[src/rtl/mem_stage_pkg.sv]
// Shared types for the MEM pipeline stage: FSM state encoding and the latched request.
// Field widths match the default Bits/RegBits of mem_access_stage.
package mem_stage_pkg;

    localparam int DATA_W = 16;
    localparam int RD_W   = 4;

    typedef enum logic [1:0] {
        IDLE   = 2'd0,
        ACCESS = 2'd1,
        RESP   = 2'd2
    } mem_stage_state_t;

    typedef struct packed {
        logic [DATA_W-1:0] addr;
        logic [DATA_W-1:0] wdata;
        logic              we;
        logic              re;
        logic [RD_W-1:0]   rd;
    } mem_req_t;

endpackage

[src/rtl/mem_stage_wb_reg.sv]
// Result register toward WB: loads on capture, holds all fields stable while valid and
// not yet consumed.
module mem_stage_wb_reg #(
    parameter int Bits    = 16,
    parameter int RegBits = 4
) (
    input  logic               clk_i,
    input  logic               rst_i,
    input  logic               capture_i,
    input  logic [Bits-1:0]    data_i,
    input  logic [RegBits-1:0] rd_i,
    input  logic               is_load_i,
    input  logic               err_i,
    input  logic               ready_i,
    output logic               valid_o,
    output logic [Bits-1:0]    data_o,
    output logic [RegBits-1:0] rd_o,
    output logic               is_load_o,
    output logic               err_o
);

    logic               valid_q;
    logic [Bits-1:0]    data_q;
    logic [RegBits-1:0] rd_q;
    logic               is_load_q;
    logic               err_q;

    always_ff @(posedge clk_i) begin
        if (rst_i) begin
            valid_q   <= 1'b0;
            data_q    <= '0;
            rd_q      <= '0;
            is_load_q <= 1'b0;
            err_q     <= 1'b0;
        end else if (capture_i) begin
            valid_q   <= 1'b1;
            data_q    <= data_i;
            rd_q      <= rd_i;
            is_load_q <= is_load_i;
            err_q     <= err_i;
        end else if (valid_q && ready_i) begin
            valid_q   <= 1'b0;
        end
    end

    assign valid_o   = valid_q;
    assign data_o    = data_q;
    assign rd_o      = rd_q;
    assign is_load_o = is_load_q;
    assign err_o     = err_q;

endmodule

[src/rtl/mem_access_stage.sv]
// MEM stage in front of Data_Memory: one-cycle memory access per request, registered result to WB.
// Optional MEM_STAGE_BOUNDS_CHECK_EN suppresses strobes for addr >= MemSize and flags wb_err_o.
//
// state  | meaning
// IDLE   | waiting for a request from EX, ex_ready_o high
// ACCESS | Data_Memory port driven from the request register for one cycle
// RESP   | result held toward WB until wb_ready_i
module mem_access_stage
    import mem_stage_pkg::*;
#(
    parameter int Bits    = DATA_W,
    parameter int MemSize = 256,
    parameter int RegBits = RD_W
) (
    input  logic               clk_i,
    input  logic               rst_i,
    input  logic               ex_valid_i,
    output logic               ex_ready_o,
    input  logic [Bits-1:0]    ex_addr_i,
    input  logic [Bits-1:0]    ex_wdata_i,
    input  logic               ex_we_i,
    input  logic               ex_re_i,
    input  logic [RegBits-1:0] ex_rd_i,
    output logic [Bits-1:0]    mem_access_addr_o,
    output logic [Bits-1:0]    mem_write_data_o,
    output logic               mem_write_en_o,
    output logic               mem_read_o,
    input  logic [Bits-1:0]    mem_read_data_i,
    output logic               wb_valid_o,
    input  logic               wb_ready_i,
    output logic [Bits-1:0]    wb_data_o,
    output logic [RegBits-1:0] wb_rd_o,
    output logic               wb_is_load_o,
    output logic               wb_err_o
);

`ifdef MEM_STAGE_BOUNDS_CHECK_EN
    localparam bit CHECK_EN = 1'b1;
`else
    localparam bit CHECK_EN = 1'b0;
`endif
    localparam logic [Bits:0] MEM_LIMIT = MemSize[Bits:0];

    mem_stage_state_t state_q;
    mem_req_t         req_q;
    logic             err_q;

    logic accept;
    logic oob;
    logic in_access;
    logic res_is_load;
    logic [Bits-1:0] res_data;

    assign ex_ready_o = (state_q == IDLE) || ((state_q == RESP) && wb_ready_i);
    assign accept     = ex_valid_i && ex_ready_o;
    assign oob        = CHECK_EN && ({1'b0, ex_addr_i} >= MEM_LIMIT);

    always_ff @(posedge clk_i) begin
        if (rst_i) begin
            state_q <= IDLE;
            req_q   <= '0;
            err_q   <= 1'b0;
        end else begin
            if (accept) begin
                req_q <= '{addr: ex_addr_i, wdata: ex_wdata_i, we: ex_we_i,
                           re: ex_re_i, rd: ex_rd_i};
                err_q <= oob;
            end
            unique case (state_q)
                IDLE:    if (accept) state_q <= ACCESS;
                ACCESS:  state_q <= RESP;
                RESP:    if (wb_ready_i) state_q <= accept ? ACCESS : IDLE;
                default: state_q <= IDLE;
            endcase
        end
    end

    // Strobes decode only from registered state; rst kills a write already in flight.
    assign in_access         = (state_q == ACCESS) && !err_q;
    assign mem_write_en_o    = in_access && req_q.we && !rst_i;
    assign mem_read_o        = in_access && req_q.re && !req_q.we;
    assign mem_access_addr_o = req_q.addr;
    assign mem_write_data_o  = req_q.wdata;

    assign res_is_load = req_q.re && !req_q.we && !err_q;
    assign res_data    = res_is_load ? mem_read_data_i : '0;

    mem_stage_wb_reg #(
        .Bits    (Bits),
        .RegBits (RegBits)
    ) u_wb_reg (
        .clk_i     (clk_i),
        .rst_i     (rst_i),
        .capture_i (state_q == ACCESS),
        .data_i    (res_data),
        .rd_i      (req_q.rd),
        .is_load_i (res_is_load),
        .err_i     (err_q),
        .ready_i   (wb_ready_i),
        .valid_o   (wb_valid_o),
        .data_o    (wb_data_o),
        .rd_o      (wb_rd_o),
        .is_load_o (wb_is_load_o),
        .err_o     (wb_err_o)
    );

endmodule

[config.mk]
export PLATFORM = sky130hd
export DESIGN_NAME = mem_access_stage
export DESIGN_NICKNAME = d
export VERILOG_FILES = /design/src/rtl/mem_stage_pkg.sv /design/src/rtl/mem_stage_wb_reg.sv /design/src/rtl/mem_access_stage.sv
export SDC_FILE = /design/constraint.sdc
export NUM_CORES = 1
export LEC_CHECK = 0
export ABC_AREA = 1
export ABC_CLOCK_PERIOD_IN_PS = 2880
export BUFFER_PORTS_ARGS = -buffer_cell sky130_fd_sc_hd__buf_2
export CORE_ASPECT_RATIO = 1.1
export CORE_MARGIN = 3
export CORE_UTILIZATION = 54
export CTS_CLUSTER_SIZE = 25
export DETAILED_ROUTE_END_ITERATION = 7
export PLACE_DENSITY = 0.83
export SYNTH_ARGS = -nofsm -noshare
export SYNTH_HDL_FRONTEND = slang
export SYNTH_SLANG_ARGS = --single-unit
[constraint.sdc]
create_clock -name clk_i -period 2.88 [get_ports clk_i]
set_clock_uncertainty 0.15 [all_clocks]
set_input_delay 0.432 -clock clk_i [delete_from_list [all_inputs] [get_ports clk_i]]
set_output_delay 0.432 -clock clk_i [all_outputs]
set_load 0.005 [all_outputs]
==> summary.txt, run 1 <==
Leakage = 0.00225 uW
Synth area leader = dfxtp_1
Die Wd = 80.5 um
TritonCTS Buffers = 9
CP Buf/Inv Count = 4
clock root cell = clkbuf_8
Data arrival, critical path = 1.60 ns
Die Ht = 88.0 um
Worst path max stage delay = 0.38 ns
top cell family by delay on the critical path = buffers and inverters
setup TNS = 0 ns
Tot Pwr = 2150 uW
Detail Route Antenna Nets = 0
Slew Limit Headroom = 39.1%
WHS Path Cells = 4
Cells after DPL = 650
CP Capture Type = output port
clock transition at the registers of the reported paths = 0.06 ns
I/O Pins = 116
Yosys reg bits = 62
Pwr Density = 562 mW/mm^2
fillcell total = 551
synth top area cells = dfxtp_1 38%, inv_1 14%, nor2_1 12%, buf_4 8.2%, nand2_1 7.8%
routability congestion estimate from global placement = 0.743
status = completed
Slowest-stage cell, CP = dfxtp_1
antenna violations before repair = 0
CP Max Fanout = 25
Worst setup SP type = flip-flop
Iter 0 DRT Violations = 118
post-CTS setup buffer count = 0
DRC viols = 0
synthesized area = 0.00330 mm^2
RSZ-0062 raised after global routing = false
Max IR drop VDD = 0.342 mV
setup violators final = 0
dpl ws = 0.802 ns
first-pass GRT wire length = 11.4 mm
PnR worst setup slack = 0.698 ns
Synth Area per Inst = 6.42 um^2
IO buf count = 114
Post-Syn Nets = 572
global route overflow = 0
r2r setup slk = 0.79 ns
yosys warns = 0
Antenna diodes = 0
Peak Freq = 458 MHz
clk buf depth = 2
largest net degree at the start of global routing = 40
Vias = 3044
crit-path cells = inv_2, nor2_4, buf_4, nand2_1, inv_1, buf_2
final std cells w/o fill = 666
Pre-antenna DRT Iters = 4
core area = 0.00584 mm^2
post-synth top area share = 37.6%
vias in the first global route = 2677
post-DP HPWL = 4.87 mm
CTS tree = yes
Max H-tree Level = 3
final WL = 7.13 mm
Starting Density = 56.5%
final worst-path cycle share = 75.8%
hold buffers post-CTS = 0
clock sinks = 62
Worst-Margin Slew = 0.912 ns
synth unique cells = 20
WS Path Type = reg2out
Die Area = 0.00709 mm^2
gr usage total = 20.5%
fin crit period = 2.18 ns
Rows = 29
WP data required = 2.30 ns
Levels on crit path = 6
post-DR vias/cell = 4.57
# Max-Cap Violations = 0
hold crit path type = in2reg
drt wl/cell = 10.7 um
Seq/Total Area, Yosys = 37.6%
layout cells sized above 1 = 27.3%
Nets = 642
final-report max-slew violation count = 0
Post-Syn Instances = 514
Gates resized, CTS repair = 0
Fin. Hold Viols = 0
worst-skew pair later-pin latency = 0.33 ns
R2R cell count = 5
Layout area overhead = 16.1%
[where the power goes]
part	internal [uW]	switching, uW	total (uW)	leakage, uW
Combinational	139	192	331	0.00162
Sequential	913	32.8	946	0.000510
Clock	557	320	877	0.000120
[path summary, 6_finish.rpt]
kind         startpoint                  end
max          state_q[0]           mem_read_o
min reg2reg    req_q[3]     u_wb_reg.rd_o[3]
max reg2reg  state_q[0]  mem_write_data_o[8]
min          wb_ready_i     u_wb_reg.valid_o
[registers in the layout (all words and copies together), names as in the netlist]
signal and flops:
mem_access_addr_o 16, mem_write_data_o 16, req_q 6, state_q 2, u_wb_reg.data_o 16, u_wb_reg.is_load_o 1, u_wb_reg.rd_o 4, u_wb_reg.valid_o 1
[per-layer routing]
layer	vias up	share of wire, %	global-route usage [%]
met5	-	0	0
met4	0	1.0	6.61
met3	6	7.1	6.28
met2	86	49	36.5
met1	1355	43	23.2
li1	1597	-	-
[synthesized netlist by cell type]
| library cell | count |
|---|---|
| a21oi_1 | 7 |
| buf_2 | 11 |
| buf_4 | 36 |
| buf_6 | 5 |
| clkbuf_1 | 9 |
| clkinv_1 | 2 |
| conb_1 | 1 |
| dfxtp_1 | 62 |
| inv_1 | 121 |
| inv_2 | 12 |
| nand2_1 | 69 |
| nand2_2 | 12 |
| nand3_1 | 16 |
| nand3_2 | 1 |
| nand4_1 | 38 |
| nor2_1 | 105 |
| nor2_4 | 1 |
| nor3_1 | 1 |
| o21ai_0 | 3 |
| o21ai_1 | 2 |
[layout make-up]
class | instances | area (um^2) | share of cell area [%]
Clock buffer | 13 | 169 | 4.41
Clock inverter | 3 | 65.1 | 1.70
Inverter | 135 | 507 | 13.2
Multi-Input combinational cell | 256 | 1140 | 29.7
Sequential cell | 62 | 1240 | 32.4
Tap cell | 77 | 96.3 | 2.52
Timing Repair Buffer | 120 | 616 | 16.1
[cells in the final DEF (no fill, tap or decap), drive strengths merged, types with 5 or more instances in the layout]
cell type	n
inv	133
buf	120
nor2	106
nand2	81
dfxtp	62
nand4	38
nand3	17
clkbuf	13
a21oi	7
o21ai	5
[stage by stage]
step | utilization (%) | hold slack [ns] | cell area (um^2)
floorplan | - | 0.281 | 3300
global placement | 61.6 | 0.287 | 3600
finish | 65.6 | 0.256 | 3830
CTS | 65.6 | 0.249 | 3830
detailed placement | 61.6 | 0.303 | 3600
global route | 65.6 | 0.275 | 3830
[logic make-up after synthesis]
group,share of synthesized area [%]
flops,37.6
buf+inv,27.9
other cells,0.114
compound gates,1.82
simple gates,32.5
[worst min-delay path: stages]
cell	delay, ns
buf_2	0.08
inv_1	0.06
nand2_1	0.06
a21oi_1	0.05
Power figures use the tool's default switching activity.
==> run 2: changes to the inputs <==
--- a/config.mk
+++ b/config.mk
@@ -6,14 +6,14 @@
 export NUM_CORES = 1
 export LEC_CHECK = 0
 export ABC_AREA = 1
-export ABC_CLOCK_PERIOD_IN_PS = 2880
+export ABC_CLOCK_PERIOD_IN_PS = 2300
 export BUFFER_PORTS_ARGS = -buffer_cell sky130_fd_sc_hd__buf_2
 export CORE_ASPECT_RATIO = 1.1
 export CORE_MARGIN = 3
-export CORE_UTILIZATION = 54
+export CORE_UTILIZATION = 50
 export CTS_CLUSTER_SIZE = 25
 export DETAILED_ROUTE_END_ITERATION = 7
-export PLACE_DENSITY = 0.83
+export PLACE_DENSITY = 0.77
 export SYNTH_ARGS = -nofsm -noshare
 export SYNTH_HDL_FRONTEND = slang
 export SYNTH_SLANG_ARGS = --single-unit
==> constraint.sdc (replaced) <==
create_clock -name clk_i -period 2.3 [get_ports clk_i]
set_clock_uncertainty 0.15 [all_clocks]
set_input_delay 0.345 -clock clk_i [delete_from_list [all_inputs] [get_ports clk_i]]
set_output_delay 0.345 -clock clk_i [all_outputs]
set_load 0.005 [all_outputs]
==> summary.txt, run 2 (synthesized netlist as in run 1, its figures left out) <==
status = completed
post-CTS setup buffer count = 0 (unchanged)
final std cells w/o fill = 673 (+1.1%)
Detail Route Antenna Nets = 0 (unchanged)
hold crit path type = in2reg
Pint = 2000 uW (+24%)
sequential power share = 43.6% (-0.3 points)
Net Sw Frac = 26.1% (+0.80 points)
Max H-tree Level = 3 (unchanged)
Gates resized, CTS repair = 0 (unchanged)
clock root cell = clkbuf_8
hold path startpoint = wb_ready_i
combinational share of power = 16.0% (+0.6 points)
WP data required = 1.80 ns (-0.50 ns)
DRC viols = 0 (unchanged)
Antenna diodes = 0 (unchanged)
GR Layer Usage met2 = 33.7% (-2.8 points)
gr usage total = 19.9% (-0.56 points)
Vias = 3021 (-0.76%)
Critical Path Start = state_q[0]
Most Used Layer, Global Route = met2
CTS tree = yes
Rows = 30 (+3.4%)
grt met1 use = 22.9% (-0.29 points)
setup TNS = 0 ns (unchanged)
antenna violations before repair = 1 (+1)
Layout area overhead = 17.8%
final worst-path cycle share = 83.9%
RSZ-0062 raised after global routing = false
Peak Freq = 518 MHz
most common cell after layout, fill and taps aside = inv_1
IO buf count = 114 (unchanged)
Fin. Hold Viols = 0 (unchanged)
Data arrival, critical path = 1.43 ns (-0.17 ns)
Die Ht = 91.2 um (+3.7%)
fin crit period = 1.93 ns
routability congestion estimate from global placement = 0.742 (about the same)
Worst setup SP type = flip-flop
CP Max Fanout = 19 (-24%)
clock sinks = 62 (unchanged)
clock power share = 40.4% (-0.3 points)
worst-skew pair later-pin latency = 0.33 ns (about the same)
vias in the first global route = 2886 (+7.8%)
Pre-antenna DRT Iters = 4 (unchanged)
final-report max-slew violation count = 0 (unchanged)
WS Path Type = reg2out
post-DP HPWL = 5.03 mm (+3.2%)
Die Wd = 83.5 um (+3.6%)
TritonCTS Buffers = 9 (unchanged)
final WL = 7.23 mm (+1.4%)
commonest non-fill, non-tap cells in the layout = 121 x inv_1, 114 x buf_2, 105 x nor2_1, 69 x nand2_1, 62 x dfxtp_1
Starting Density = 52.6% (-3.8 points)
CP Capture Type = output port
Pwr Density = 695 mW/mm^2 (+24%)
layout cells sized above 1 = 28.0% (+0.66 points)
global route overflow = 0 (unchanged)
I/O Pins = 116 (unchanged)
Leakage = 0.00227 uW (+1.1%)
clk buf depth = 2 (unchanged)
largest net degree at the start of global routing = 39 (-2.5%)
Cells after DPL = 657 (+1.1%)
post-DR vias/cell = 4.49 (-1.8%)
net switching power = 705 uW (+29%)
drt wl/cell = 10.7 um (+0.33%)
met3 Use GR = 5.44% (-0.83 points)
clock transition at the registers of the reported paths = 0.07 ns (about the same)
setup violators final = 0 (unchanged)
Die Area = 0.00761 mm^2 (+7.4%)
# Max-Cap Violations = 0 (unchanged)
Iter 0 DRT Violations = 107 (-9.3%)
Max IR drop VDD = 0.347 mV (+1.5%)
first-pass GRT wire length = 12.5 mm (+9.1%)
hold buffers post-CTS = 0 (unchanged)
core area = 0.00627 mm^2 (+7.3%)
Nets = 646 (+0.62%)
worst reg2reg path startpoint = state_q[0]
## run 2: cell count changes in the layout (fill, tap and decap cells not counted)
cell / before / now
clkbuf_1: 1 / 0
clkbuf_8: 12 / 11
clkinv_4: 0 / 1
buf_4: 6 / 8
clkinvlp_4: 0 / 1
buf_12: 0 / 2
## run 2: final cells by class
cell class,instances,area [um^2]
Clock buffer,11,151
Clock inverter,5,81.3
Fill cell,581,2380
Inverter,135,507
Multi-Input combinational cell,256,1140
Sequential cell,62,1240
Tap cell,80,100
Timing Repair Buffer,124,671
## run 2: worst paths after layout
check | endpoint | slack [ns] | cells after the start
min | u_wb_reg.valid_o | 0.18 | 4
max reg2reg | u_wb_reg.data_o[3] | 0.70 | 7
min reg2reg | u_wb_reg.rd_o[3] | 0.32 | 2
max | mem_read_o | 0.37 | 6
## run 2: stage by stage
| step | power [uW] | instance area [um^2] | util [%] | worst slack (ns) | hold WS [ns] |
|---|---|---|---|---|---|
| after floorplan | 1540 | 3300 | - | 0.908 | 0.281 |
| after global placement | 1630 | 3650 | 58.3 | 0.669 | 0.310 |
| after detailed placement | 1640 | 3650 | 58.3 | 0.629 | 0.308 |
| after CTS | 2740 | 3890 | 62.0 | 0.346 | 0.163 |
| after global routing | 2850 | 3890 | 62.0 | 0.202 | 0.189 |
| final | 2700 | 3890 | 62.0 | 0.370 | 0.176 |
## run 2: critical path: stages (launching register included)
cell,delay [ns]
dfxtp_1,0.38
inv_2,0.07
buf_4,0.20
nor2_4,0.18
nand2_1,0.09
inv_1,0.07
buf_2,0.11
## run 2: power by group through the flow
stage | clock, uW | sequential [uW] | combinational, uW
finish | 1090 | 1180 | 433
CTS | 1120 | 1180 | 440
global placement | 0 | 1200 | 428
detailed placement | 0 | 1200 | 438
floorplan | 0 | 1200 | 346
global route | 1170 | 1180 | 501
## run 2: per-layer routing
| metal | up-vias | part of all wire, % |
|---|---|---|
| met1 | 1303 | 43 |
| li1 | 1605 | - |
| met4 | 2 | 2.1 |
| met2 | 95 | 47 |
| met3 | 16 | 7.3 |
| met5 | - | 0.18 |
